### config.mk
export PLATFORM = sky130hd
export DESIGN_NAME = axi4_lite_traffic_master
export DESIGN_NICKNAME = d
export VERILOG_FILES = /design/src/rtl/axi4_lite_traffic_master.sv
export SDC_FILE = /design/constraint.sdc
export NUM_CORES = 1
export LEC_CHECK = 0
export ABC_AREA = 1
export BUFFER_PORTS_ARGS = -buffer_cell sky130_fd_sc_hd__buf_2
export CAP_MARGIN = 20
export CORE_ASPECT_RATIO = 1.1
export CORE_MARGIN = 2
export CORE_UTILIZATION = 30
export CTS_BUF_LIST = sky130_fd_sc_hd__clkbuf_16
export DETAILED_ROUTE_END_ITERATION = 8
export GPL_TIMING_DRIVEN = 0
export PLACE_DENSITY = 0.58
export SLEW_MARGIN = 20
export SYNTH_ARGS = -nofsm -noshare
export SYNTH_HDL_FRONTEND = slang
export SYNTH_SLANG_ARGS = --single-unit
export TNS_END_PERCENT = 5
### constraint.sdc
create_clock -name clk -period 4.6 [get_ports clk]
set_input_delay 0.23 -clock clk [delete_from_list [all_inputs] [get_ports clk]]
set_output_delay 0.23 -clock clk [all_outputs]
set_load 0.01 [all_outputs]
### src/rtl/axi4_lite_traffic_master.sv
// AXI4-Lite initiator: xorshift64-driven write-then-readback pairs with readback checking.
// Latency: 4 cycles per pair against a zero-wait responder; valids hold until their handshake.
module axi4_lite_traffic_master #(
    parameter logic [31:0] ADDR_BASE  = 32'h0000_0000,
    parameter int unsigned ADDR_WORDS = 16384,
    parameter int unsigned NUM_TRANS  = 256,
    parameter logic [63:0] SEED       = 64'd88172645463325252
) (
    input  logic        clk,
    input  logic        resetn,
    input  logic        start,
    output logic        mem_axi_awvalid,
    input  logic        mem_axi_awready,
    output logic [31:0] mem_axi_awaddr,
    output logic [2:0]  mem_axi_awprot,
    output logic        mem_axi_wvalid,
    input  logic        mem_axi_wready,
    output logic [31:0] mem_axi_wdata,
    output logic [3:0]  mem_axi_wstrb,
    input  logic        mem_axi_bvalid,
    output logic        mem_axi_bready,
    output logic        mem_axi_arvalid,
    input  logic        mem_axi_arready,
    output logic [31:0] mem_axi_araddr,
    output logic [2:0]  mem_axi_arprot,
    input  logic        mem_axi_rvalid,
    output logic        mem_axi_rready,
    input  logic [31:0] mem_axi_rdata,
    output logic        busy,
    output logic        done,
    output logic [15:0] error_count,
    output logic [31:0] first_err_addr
);
    localparam logic [31:0] WORD_MASK = 32'(ADDR_WORDS - 1);
    localparam logic [15:0] LAST_CNT  = 16'(NUM_TRANS);

    typedef enum logic [2:0] {S_IDLE, S_WRITE, S_WRESP, S_RADDR, S_RDATA} state_t;

    function automatic logic [63:0] xs64(input logic [63:0] x);
        logic [63:0] t;
        t = x ^ (x << 13);
        t = t ^ (t >> 7);
        t = t ^ (t << 17);
        return t;
    endfunction

    state_t      r_state, w_state_nxt;
    logic [63:0] r_s, w_s_nxt;
    logic [31:0] r_addr, w_addr_nxt, r_data, w_data_nxt;
    logic        r_awvalid, w_awvalid_nxt, r_wvalid, w_wvalid_nxt, r_bready, w_bready_nxt;
    logic        r_arvalid, w_arvalid_nxt, r_rready, w_rready_nxt;
    logic        r_busy, w_busy_nxt, r_done, w_done_nxt;
    logic [15:0] r_err_cnt, w_err_cnt_nxt, r_cnt, w_cnt_nxt;
    logic [31:0] r_first_err, w_first_err_nxt;
    logic [63:0] w_s_adv;
    logic [31:0] w_word;
    logic        w_launch;

    assign w_s_adv = xs64(r_s);
    assign w_word  = w_s_adv[33:2] & WORD_MASK;

    always_comb begin
        w_state_nxt     = r_state;
        w_s_nxt         = r_s;
        w_addr_nxt      = r_addr;
        w_data_nxt      = r_data;
        w_awvalid_nxt   = r_awvalid;
        w_wvalid_nxt    = r_wvalid;
        w_bready_nxt    = r_bready;
        w_arvalid_nxt   = r_arvalid;
        w_rready_nxt    = r_rready;
        w_busy_nxt      = r_busy;
        w_done_nxt      = r_done;
        w_err_cnt_nxt   = r_err_cnt;
        w_cnt_nxt       = r_cnt;
        w_first_err_nxt = r_first_err;
        w_launch        = 1'b0;
        case (r_state)
            S_IDLE: begin
                if (start) begin
                    w_done_nxt      = 1'b0;
                    w_err_cnt_nxt   = 16'd0;
                    w_first_err_nxt = 32'd0;
                    w_busy_nxt      = 1'b1;
                    w_cnt_nxt       = 16'd0;
                    w_launch        = 1'b1;
                end
            end
            S_WRITE: begin
                // AW and W complete independently; move on once neither is still pending
                w_awvalid_nxt = r_awvalid && !mem_axi_awready;
                w_wvalid_nxt  = r_wvalid && !mem_axi_wready;
                if (!w_awvalid_nxt && !w_wvalid_nxt) begin
                    w_bready_nxt = 1'b1;
                    w_state_nxt  = S_WRESP;
                end
            end
            S_WRESP: begin
                if (mem_axi_bvalid) begin
                    w_bready_nxt  = 1'b0;
                    w_arvalid_nxt = 1'b1;
                    w_state_nxt   = S_RADDR;
                end
            end
            S_RADDR: begin
                if (mem_axi_arready) begin
                    w_arvalid_nxt = 1'b0;
                    w_rready_nxt  = 1'b1;
                    w_state_nxt   = S_RDATA;
                end
            end
            S_RDATA: begin
                if (mem_axi_rvalid) begin
                    if (mem_axi_rdata != r_data) begin
                        if (r_err_cnt != 16'hFFFF) w_err_cnt_nxt = r_err_cnt + 16'd1;
                        if (r_err_cnt == 16'd0) w_first_err_nxt = r_addr;
                    end
                    w_cnt_nxt    = r_cnt + 16'd1;
                    w_rready_nxt = 1'b0;
                    if (w_cnt_nxt == LAST_CNT) begin
                        w_done_nxt  = 1'b1;
                        w_busy_nxt  = 1'b0;
                        w_state_nxt = S_IDLE;
                    end else begin
                        w_launch = 1'b1;
                    end
                end
            end
            default: w_state_nxt = S_IDLE;
        endcase
        if (w_launch) begin
            w_s_nxt       = w_s_adv;
            w_addr_nxt    = ADDR_BASE + {w_word[29:0], 2'b00};
            w_data_nxt    = w_s_adv[63:32];
            w_awvalid_nxt = 1'b1;
            w_wvalid_nxt  = 1'b1;
            w_state_nxt   = S_WRITE;
        end
    end

    always_ff @(posedge clk) begin
        if (!resetn) begin
            r_state     <= S_IDLE;
            r_s         <= SEED;
            r_addr      <= 32'd0;
            r_data      <= 32'd0;
            r_awvalid   <= 1'b0;
            r_wvalid    <= 1'b0;
            r_bready    <= 1'b0;
            r_arvalid   <= 1'b0;
            r_rready    <= 1'b0;
            r_busy      <= 1'b0;
            r_done      <= 1'b0;
            r_err_cnt   <= 16'd0;
            r_cnt       <= 16'd0;
            r_first_err <= 32'd0;
        end else begin
            r_state     <= w_state_nxt;
            r_s         <= w_s_nxt;
            r_addr      <= w_addr_nxt;
            r_data      <= w_data_nxt;
            r_awvalid   <= w_awvalid_nxt;
            r_wvalid    <= w_wvalid_nxt;
            r_bready    <= w_bready_nxt;
            r_arvalid   <= w_arvalid_nxt;
            r_rready    <= w_rready_nxt;
            r_busy      <= w_busy_nxt;
            r_done      <= w_done_nxt;
            r_err_cnt   <= w_err_cnt_nxt;
            r_cnt       <= w_cnt_nxt;
            r_first_err <= w_first_err_nxt;
        end
    end

    assign mem_axi_awvalid = r_awvalid;
    assign mem_axi_awaddr  = r_addr;
    assign mem_axi_awprot  = 3'b000;
    assign mem_axi_wvalid  = r_wvalid;
    assign mem_axi_wdata   = r_data;
    assign mem_axi_wstrb   = 4'b1111;
    assign mem_axi_bready  = r_bready;
    assign mem_axi_arvalid = r_arvalid;
    assign mem_axi_araddr  = r_addr;
    assign mem_axi_arprot  = 3'b000;
    assign mem_axi_rready  = r_rready;
    assign busy            = r_busy;
    assign done            = r_done;
    assign error_count     = r_err_cnt;
    assign first_err_addr  = r_first_err;
endmodule

# After elaboration in Yosys (flattened, before gate mapping)
# Cells that the tools add are included.
[totals]
register_bits = 184
latchBits = 0
ram_bits = 0
mem_bits_ro = 0
input_bits = 40
out_inout_bits = 161
wordCells = 112
n_memories = 0
[op_classes]
add_sub_neg = 2
mul = 0
div_mod_pow = 0
magnitude_cmp = 0
eq_ne = 22
n_shift = 0
mux = 44
bitwise = 5
reduce_logical = 24
[op_table]
columns = ["cell", "n"]
rows = [
  ["2-to-1 mux 32 bit", 4],
  ["bitwise XOR 64 bit", 2],
  ["2-to-1 mux 16 bit", 5],
  ["one-hot mux 16 bit (2 select lines)", 2],
  ["one-hot mux 32 bit (2 select lines)", 1],
  ["bitwise XOR 64 x 57 -> 64 bit", 1],
  ["adder 16 x 1 -> 16 bit, second input constant", 2],
  ["!= test 32 bit", 1],
  ["2-to-1 mux 1 bit", 20],
  ["!= test 2 bit, second input constant", 10],
  ["== test 16 x 9 -> 1 bit, second input constant", 1],
  ["logical NOT 16 bit", 1],
  ["!= test 16 bit, second input constant", 1],
  ["2-to-1 mux 3 bit", 5],
  ["!= test 3 bit, second input constant", 5],
  ["one-hot mux 3 bit (5 select lines)", 1],
  ["one-hot mux 1 bit (2 select lines)", 6],
  ["AND reduction 3 bit", 4],
  ["AND reduction 6 bit", 2],
  ["AND reduction 5 bit", 2],
  ["nonzero test 2 bit", 5],
  ["== test 3 x 2 -> 1 bit, second input constant", 2],
  ["logical NOT 1 bit", 4],
  ["AND reduction 4 bit", 1],
  ["other kinds (6)", 9],
]

# Logic depth before layout (Yosys ltp)
# Gate-level depths: netlist of the first run.
[depth]
depth_word = 7
mapped_depth = 17
depth_no_buf = 16

# Worst setup path before layout of the first run
# No wires, ideal clock.
[synth_path]
path_type = "register to register"
from = "register r_err_cnt[0] (netlist: error_count[0])"
to = "register r_err_cnt[7] (netlist: error_count[7])"
setup_ps = 70
arrival_time_ps = 1989
required_ps = 4530
slack_ps = 2541
path_stages_with_launch = 11
n_path_buf = 1
synth_period_minus_slack_ps = 2059
path_cell_list = "dfxtp_1 -> ha_1 -> nand2_1 -> nor3_1 -> nand2_1 -> nor4_1 -> nand2_1 -> nand3_2 -> buf_2 -> nand2_1 -> a21oi_1"
[synth_via]
elab_chain_len = 5
word_cells_on_any_way = 8
cone_classes = "add/sub: 1; eq/ne: 2; mux: 4; reduce/logical: 1"
[synth_lines]
columns = ["element", "line_no", "text"]
rows = [
  ["from (decl)", "53", "logic [15:0] r_err_cnt, w_err_cnt_nxt, r_cnt, w_cnt_nxt;"],
  ["from (signal assigned)", "169", "r_err_cnt <= w_err_cnt_nxt;"],
  ["adder 16 x 1 -> 16 bit", "115", "if (r_err_cnt != 16'hFFFF) w_err_cnt_nxt = r_err_cnt + 16'd1;"],
  ["2-to-1 mux 16 bit", "115", ""],
  ["2-to-1 mux 16 bit", "114", "if (mem_axi_rdata != r_data) begin"],
  ["2-to-1 mux 16 bit", "113", "if (mem_axi_rvalid) begin"],
  ["one-hot mux 16 bit (2 select lines)", "78", "case (r_state)"],
]
# Parallel ways exist; a longest one is shown, timed or not. The select of a mux whose other input is x is not followed.
# A chain may end at the register's enable or synchronous reset.

# Worst setup path in the final report of the first run
[layout_path]
from = "register r_cnt[0]"
to = "register r_s[27]"
[layout_via]
elab_chain_len = 5
[layout_lines]
columns = ["element", "line_no", "text"]
rows = [
  ["from (decl)", "53", ""],
  ["from (signal assigned)", "170", "r_cnt <= w_cnt_nxt;"],
  ["adder 16 x 1 -> 16 bit", "118", "w_cnt_nxt = r_cnt + 16'd1;"],
  ["== test 16 x 9 -> 1 bit", "120", "if (w_cnt_nxt == LAST_CNT) begin"],
  ["2-to-1 mux 1 bit", "120", ""],
  ["2-to-1 mux 1 bit", "113", ""],
  ["one-hot mux 1 bit (2 select lines)", "78", ""],
  ["to (signal assigned)", "159", "r_s <= w_s_nxt;"],
  ["to (decl)", "48", "logic [63:0] r_s, w_s_nxt;"],
]
# No other way between the ends.

==> reports/metrics.yaml, run 1 <==
worstReg2RegStart: "r_cnt[0]"
worst_setup_ep: "r_s[27]"
drt_first_pass_iters: 5
end_kind: "flip-flop"
hold_violations: 0
grt_max_degree: 17
outcome: "complete, no violations"
synthesis.area_per_instance_um2: 7.18
startpoint_type: "flip-flop"
maxClockFrequency_ghz: 0.377
ys_async_sr_fraction_pct: 0
die-height_um: 180
die_area_mm2: 0.0297
cts_setup_buffers: 0
antenna-diode-count: 0
netlist_area_mm2: 0.00849
gp_congestion: 0.854
top_level_ports: 201
synth.ff_latch_count: 137
cts_resized: 0
synth_compound_area_share_pct: 7.86
setup-violations-final: 0
synth_mux_area_share_pct: 0
maximum_number_of_buffers_from_clock_root_to_sink: 2
max_slew_margin_pct: 53.6
cts_inserted_buffers: 17
crit_type: "flip-flop to flip-flop"
cap_violations: 0
p_per_area_mw_per_mm2: 633
gr-usage-all-layers_pct: 17.0
initial_core_util_pct: 30.5
depth_of_the_most_critical_reg_to_reg_path: 14
max_slew.worst_pin.slew_ns: 0.696
post_synth_num_cell_types: 32
finalWorstPathRequiredPeriod_ns: 2.65
unrepaired_setup_endpoints_after_global_routing: "false"
vdd_drop_max_mv: 0.282
worst_hold_slack_after_final_layout_ns: 0.153
cts_hold_buf: 0
synth_edf_count: 0
grt_first_pass_wirelength_um: 39000
portBuffers: 136
vias: 7820
finalClockSkew_ns: 0.0107
post-route-drc-count: 0
area.growth.synth_to_final_pct: 24.1
tritoncts: "yes"
global_route.overflow_total: 0
htreeDepth: 4
layout.area.seq_mm2: 0.00274
clk_transition_reported_paths_ns: 0.06
drt_first_iter_violations: 389
finalMaxSlewViolations: 0
crit_path_start: "r_cnt[0]"
n_fill_cell: 2967
setup.reg_to_reg.worst_slack_ns: 1.95
multi_input_comb_area_mm2: 0.00466
clock_tree_sinks: 137
routed_wire_length_per_instance_um: 14.5
cts-root-buf: "sky130_fd_sc_hd__clkbuf_16"
cellLeakagePower_nw: 4.79
rr_endpoint: "r_s[27]"
dp.final_hpwl_um: 19700
fp.coreArea_mm2: 0.0279
nNetsFinal: 1443
critPathRequiredTime_ns: 4.96
min_from: "mem_axi_arready"
netlist_instances: 1182
main_combinational_cell_family_by_area_after_synthesis: "simple AND/OR/NAND/NOR gates"
ys_dominant_reg_cell: "sky130_fd_sc_hd__dfxtp_1"
drt.antenna.violating_nets: 0
ys.warnings.count: 0
critical_path_arrival_ns: 3.01
worstSkewPairLatency_ns: 0.42
synth_sequential_area_ratio_pct: 32.3
rows: 64
finalWirelength_um: 25700
floorplan.die.width_um: 164
final.period_utilization_pct: 57.7
hold_class: "input pin to flip-flop"
routed_via_density: 4.41
synthAdderAreaFrac_pct: 0.590
grt_pass1_vias: 7044
path_max_fanout: 10
synthXorXnorAreaFrac_pct: 19.0
post_synth_and_or_nand_nor_area_fraction_pct: 24.7
setup-tns-final_ns: 0
drive_gt1_share_pct: 21.8
number_of_antenna_violations_at_the_first_check_in_global_routing: 0
## per-layer routing
metal | part of all wire, % | track usage (%)
met5 | 0 | 0
met4 | 2.1 | 5.57
met3 | 5.8 | 3.34
met2 | 49 | 29.5
met1 | 43 | 21.0
## worst min path at each step
stage	end	slack, ns	cells after the start
after floorplan	mem_axi_arvalid	0.42	2
after global placement	r_s[56]	0.46	2
after detailed placement	r_s[56]	0.47	2
after CTS	mem_axi_arvalid	0.14	3
after global routing	mem_axi_arvalid	0.18	3
final	r_state[1]	0.15	4
## through the flow
| step | area (um2) | worst slack (ns) | utilization [%] | cells | power [mW] |
|---|---|---|---|---|---|
| 6_report | 10500 | 1.95 | 37.8 | 1773 | 6.67 |
| 3_3_place_gp | 9860 | 1.92 | 35.4 | 1743 | 5.04 |
| 5_1_grt | 10500 | 1.64 | 37.8 | 1773 | 7.10 |
| 3_5_place_dp | 9860 | 1.92 | 35.4 | 1743 | 5.07 |
| 2_1_floorplan | 8720 | 2.54 | - | 1244 | 4.27 |
| 4_1_cts | 10500 | 1.92 | 37.8 | 1773 | 6.69 |
## where the power goes
group	internal (mW)	total, mW	switching (mW)	leakage, nW
Sequential	1.45	1.83	0.388	1.13
Clock	1.06	1.60	0.537	0.318
Combinational	1.50	3.23	1.73	3.35
Total	4.01	6.67	2.66	4.79
## area by class of cell
class	count	area share, %
clock buffer	17	4.04
sequential	137	26.0
tap	363	4.31
clock inverter	13	2.40
multi-input combinational	879	44.3
inverter	81	2.89
timing repair buffer	136	6.46
buffer	147	9.61
## cell usage after synthesis (5+ instances only)
cell / count / area share, %
sky130_fd_sc_hd__nand2_1: 237 / 10
sky130_fd_sc_hd__dfxtp_1: 137 / 32
sky130_fd_sc_hd__nor2_1: 135 / 6.0
sky130_fd_sc_hd__xnor2_1: 129 / 13
sky130_fd_sc_hd__buf_4: 112 / 9.9
sky130_fd_sc_hd__nand3_1: 77 / 4.5
sky130_fd_sc_hd__inv_1: 76 / 3.4
sky130_fd_sc_hd__o21ai_0: 67 / 3.9
sky130_fd_sc_hd__xor2_1: 55 / 5.7
sky130_fd_sc_hd__a21oi_1: 53 / 3.1
sky130_fd_sc_hd__clkbuf_1: 22 / 0.97
sky130_fd_sc_hd__nor3_1: 11 / 0.65
sky130_fd_sc_hd__nand4_1: 10 / 0.74
sky130_fd_sc_hd__buf_2: 8 / 0.47
sky130_fd_sc_hd__nor4_1: 6 / 0.44
sky130_fd_sc_hd__inv_2: 5 / 0.22
sky130_fd_sc_hd__or2_2: 5 / 0.37
## sequential cells by signal, indices dropped and copies added, names as in the netlist, 3 cells and up
name,cells
error_count,16
first_err_addr,14
mem_axi_araddr,7
mem_axi_wdata,10
r_cnt,16
r_s,64
r_state,3
## cell usage in the layout, fill, tap and decap left out, types with 2 or more instances in the layout
cell type	instances
sky130_fd_sc_hd__inv_2	5
sky130_fd_sc_hd__a21oi_1	53
sky130_fd_sc_hd__nor4_1	6
sky130_fd_sc_hd__buf_2	144
sky130_fd_sc_hd__dfxtp_1	137
sky130_fd_sc_hd__nor2_1	135
sky130_fd_sc_hd__ha_1	4
sky130_fd_sc_hd__or2_2	5
sky130_fd_sc_hd__nor2_4	3
sky130_fd_sc_hd__nand3_2	2
sky130_fd_sc_hd__nand3b_1	3
sky130_fd_sc_hd__conb_1	64
sky130_fd_sc_hd__nand2_2	2
sky130_fd_sc_hd__bufinv_16	7
sky130_fd_sc_hd__and2_1	4
sky130_fd_sc_hd__nor2_2	2
sky130_fd_sc_hd__o21ai_0	67
sky130_fd_sc_hd__nand2_1	237
sky130_fd_sc_hd__xnor2_1	129
sky130_fd_sc_hd__buf_4	112
sky130_fd_sc_hd__clkbuf_16	17
sky130_fd_sc_hd__nor3_1	11
sky130_fd_sc_hd__nand3_1	77
sky130_fd_sc_hd__inv_1	77
sky130_fd_sc_hd__o21ai_1	4
sky130_fd_sc_hd__clkinvlp_4	4
sky130_fd_sc_hd__o211ai_1	3
sky130_fd_sc_hd__nand4_1	10
sky130_fd_sc_hd__clkbuf_1	22
sky130_fd_sc_hd__buf_6	4
sky130_fd_sc_hd__xor2_1	55
## cell families after synthesis
group	Yosys count
xor+xnor	184
simple gates	497
fa+ha+maj	4
other cells	2
buf+inv	228
compound gates	130
flops	137
## worst max-delay path, cell delays in order (launching register included)
cell                       delay [ns]
sky130_fd_sc_hd__dfxtp_1         0.42
sky130_fd_sc_hd__ha_1            0.24
sky130_fd_sc_hd__nand3_2         0.14
sky130_fd_sc_hd__inv_2           0.11
sky130_fd_sc_hd__nand3_1         0.15
sky130_fd_sc_hd__nor2_1          0.13
sky130_fd_sc_hd__nand2_1         0.06
sky130_fd_sc_hd__nand2_1         0.08
sky130_fd_sc_hd__nor2_1          0.05
sky130_fd_sc_hd__nand3_1         0.09
sky130_fd_sc_hd__nand2_1         0.07
sky130_fd_sc_hd__nand2_2         0.19
sky130_fd_sc_hd__clkbuf_1        0.53
sky130_fd_sc_hd__o21ai_0         0.20
sky130_fd_sc_hd__nand3_1         0.13
(Power assumes the default switching activity.)
==> run 2: changes to the inputs <==
--- a/config.mk
+++ b/config.mk
@@ -5,7 +5,7 @@
 export SDC_FILE = /design/constraint.sdc
 export NUM_CORES = 1
 export LEC_CHECK = 0
-export ABC_AREA = 1
+export ABC_AREA = 0
 export BUFFER_PORTS_ARGS = -buffer_cell sky130_fd_sc_hd__buf_2
 export CAP_MARGIN = 20
 export CORE_ASPECT_RATIO = 1.1
@@ -14,7 +14,7 @@
 export CTS_BUF_LIST = sky130_fd_sc_hd__clkbuf_16
 export DETAILED_ROUTE_END_ITERATION = 8
 export GPL_TIMING_DRIVEN = 0
-export PLACE_DENSITY = 0.58
+export PLACE_DENSITY = 0.57
 export SLEW_MARGIN = 20
 export SYNTH_ARGS = -nofsm -noshare
 export SYNTH_HDL_FRONTEND = slang
==> constraint.sdc (replaced) <==
create_clock -name clk -period 2.65 [get_ports clk]
set_input_delay 0.1325 -clock clk [delete_from_list [all_inputs] [get_ports clk]]
set_output_delay 0.1325 -clock clk [all_outputs]
set_load 0.01 [all_outputs]
==> reports/metrics.yaml, run 2 <==
cts_inserted_buffers: 17
global_route.overflow_total: 0
synth_sequential_area_ratio_pct: 29.7
finalWirelength_um: 30800
final_design_area_no_fill_mm2: 0.0117
final.period_utilization_pct: 102
drive_gt1_share_pct: 28.3
largest_register_ff_count: 64
cts-root-buf: "sky130_fd_sc_hd__clkbuf_16"
main_combinational_cell_family_by_area_after_synthesis: "XOR/XNOR gates"
unrepaired_setup_endpoints_after_global_routing: "true"
ys_dominant_reg_cell: "sky130_fd_sc_hd__dfxtp_1"
path_max_fanout: 10
grt_first_pass_wirelength_um: 46300
setup-tns-final_ns: -0.105
rows: 67
p_per_area_mw_per_mm2: 1150
synth_compound_area_share_pct: 12.0
synth_edf_count: 0
synth_area_leaders: "sky130_fd_sc_hd__dfxtp_1 30%, sky130_fd_sc_hd__xnor2_1 14%, sky130_fd_sc_hd__buf_4 8.9%"
synth_mux_area_share_pct: 1.84
die-height_um: 188
die_area_mm2: 0.0322
setup.reg_to_reg.worst_slack_ns: -0.04
synthDominantAreaCellType: "sky130_fd_sc_hd__dfxtp_1"
worst_hold_slack_after_final_layout_ns: 0.0206
antenna-diode-count: 0
gp_congestion: 0.914
routed_wire_length_per_instance_um: 17.5
fp.coreArea_mm2: 0.0303
placed_cell_area_mm2: 0.0107
routed_via_density: 4.94
most_flops_register: "r_s"
synthDominantCellAreaShare_pct: 29.7
grt_max_degree: 17
drt_first_iter_violations: 617
vdd_drop_max_mv: 0.461
synthXorXnorAreaFrac_pct: 21.6
end_kind: "flip-flop"
maxClockFrequency_ghz: 0.372
synthAdderAreaFrac_pct: 0.543
hold_violations: 0
instances_no_fill: 1762
finalWorstPathRequiredPeriod_ns: 2.69
critPathRequiredTime_ns: 2.94
min_from: "mem_axi_rvalid"
layout.area.seq_mm2: 0.00276
post_synth_num_cell_types: 64
area.growth.synth_to_final_pct: 27.2
final_cell_mix: "147 x sky130_fd_sc_hd__xnor2_1, 145 x sky130_fd_sc_hd__buf_2, 130 x sky130_fd_sc_hd__dfxtp_1, 122 x sky130_fd_sc_hd__buf_4, 79 x sky130_fd_sc_hd__xor2_1"
holdPathEnd: "r_state[2]"
post_synth_and_or_nand_nor_area_fraction_pct: 20.4
cellLeakagePower_nw: 4.91
setup-violations-final: 8
timing.hold.worst_path_depth: 3
max_slew.worst_pin.slew_ns: 0.839
top_level_ports: 201
floorplan.die.width_um: 171
synth.ff_latch_count: 137
number_of_antenna_violations_at_the_first_check_in_global_routing: 0
dp.final_hpwl_um: 23100
grt_pass1_vias: 7927
gr-usage-all-layers_pct: 18.8
post_synth_most_frequent_cells: "148 x sky130_fd_sc_hd__xnor2_1, 137 x sky130_fd_sc_hd__dfxtp_1, 109 x sky130_fd_sc_hd__buf_4, 79 x sky130_fd_sc_hd__xor2_1, 73 x sky130_fd_sc_hd__nor3_1"
yosys.cell_count.top_type: "sky130_fd_sc_hd__xnor2_1"
multi_input_comb_area_mm2: 0.00566
worstSkewPairLatency_ns: 0.43
netlist_area_mm2: 0.00923
drt_first_pass_iters: 5
outcome: "finished, violations left"
initial_core_util_pct: 30.4
clock_tree_sinks: 137
htreeDepth: 4
startpoint_type: "flip-flop"
layout.cells.most_common: "sky130_fd_sc_hd__xnor2_1"
netlist_instances: 1102
finalMaxSlewViolations: 0
dp_cells: 1713
violations_in_the_final_reports: "setup timing"
final_total_pwr_mw: 13.5
depth_of_the_most_critical_reg_to_reg_path: 9
cap_violations: 0
crit_type: "flip-flop to flip-flop"
vias: 8702
hold_class: "input pin to flip-flop"
synthesis.area_per_instance_um2: 8.37
nNetsFinal: 1379
clk_transition_reported_paths_ns: 0.07
smallest_setup_slack_after_layout_ns: -0.0402
tritoncts: "yes"
drt.antenna.violating_nets: 0
post-route-drc-count: 0
ys.warnings.count: 0
rr_endpoint: "error_count[0]"
max_slew_margin_pct: 44.1
ys_async_sr_fraction_pct: 0
portBuffers: 135
finalClockSkew_ns: 0.0133
critical_path_arrival_ns: 2.98
worstReg2RegStart: "r_s[44]"
pre_cts_slack_ns: -0.521
maximum_number_of_buffers_from_clock_root_to_sink: 2
finalCoreUtilization_pct: 38.7
n_fill_cell: 3173
-- run 2: cell count changes in the layout (fill, tap and decap cells not counted), moves of 32 or more --
cell                      delta
sky130_fd_sc_hd__nor2_1     -90
sky130_fd_sc_hd__inv_1      -60
sky130_fd_sc_hd__or4_1      +49
sky130_fd_sc_hd__nand3_1    -32
sky130_fd_sc_hd__nand2_1   -195
sky130_fd_sc_hd__o31ai_1    +49
sky130_fd_sc_hd__nor3_1     +52
sky130_fd_sc_hd__o21ai_0    -46
-- run 2: where the power goes --
group	switching (mW)	total, mW	internal (mW)
logic	4.36	7.91	3.55
clock network	0.997	2.38	1.38
registers	0.686	3.24	2.56
total	6.04	13.5	7.49
-- run 2: layout make-up --
| class | instances | share of cell area (%) |
|---|---|---|
| multi-input combinational | 816 | 48.2 |
| sequential | 137 | 23.5 |
| buffer | 193 | 11.1 |
| timing repair buffer | 152 | 7.23 |
| tap | 414 | 4.42 |
| clock buffer | 17 | 3.63 |
| clock inverter | 15 | 1.28 |
| inverter | 18 | 0.576 |
-- run 2: cell families after synthesis --
logic type / count (synthesis)
AO/OA/AOI/OAI: 176
XOR/XNOR: 227
adder cells (fa/ha/maj): 4
buffers and inverters: 211
flip-flops: 137
multiplexers: 17
other: 2
AND/OR/NAND/NOR: 328
-- run 2: critical path, stage by stage, from the launching register on --
cell and delay [ns]:
sky130_fd_sc_hd__dfxtp_1 0.34, sky130_fd_sc_hd__clkbuf_1 0.44, sky130_fd_sc_hd__xor2_1 0.19, sky130_fd_sc_hd__nor4_4 0.42
sky130_fd_sc_hd__nand4_1 0.23, sky130_fd_sc_hd__o41ai_4 0.35, sky130_fd_sc_hd__buf_2 0.29, sky130_fd_sc_hd__nor2_1 0.09
sky130_fd_sc_hd__mux2i_1 0.15, sky130_fd_sc_hd__nor2_1 0.05
-- run 2: worst max path at each step --
stage | from | to | slack (ns) | depth (start not counted)
finish | r_s[44] | error_count[0] | -0.04 | 9
global placement | r_state[1] | error_count[13] | -0.50 | 11
floorplan | r_cnt[0] | r_s[23] | 0.25 | 11
CTS | r_state[1] | first_err_addr[14] | -0.08 | 9
global route | r_s[49] | error_count[0] | -0.16 | 9
detailed placement | r_state[1] | error_count[13] | -0.52 | 11
-- run 2: metal layers --
metal	wire [um]	GRT usage [%]
met1	13700	25.6
met2	14100	30.1
met3	2170	3.36
met4	777	5.77
met5	0	0
-- run 2: repair_timing --
action	CTS	global route
hold buffers	2	0
pin swaps	6	15
gates cloned	0	3
buffers inserted	4	8
setup endpoints to repair	121	111
resized for setup	44	53
endpoints found under the hold margin	2	0
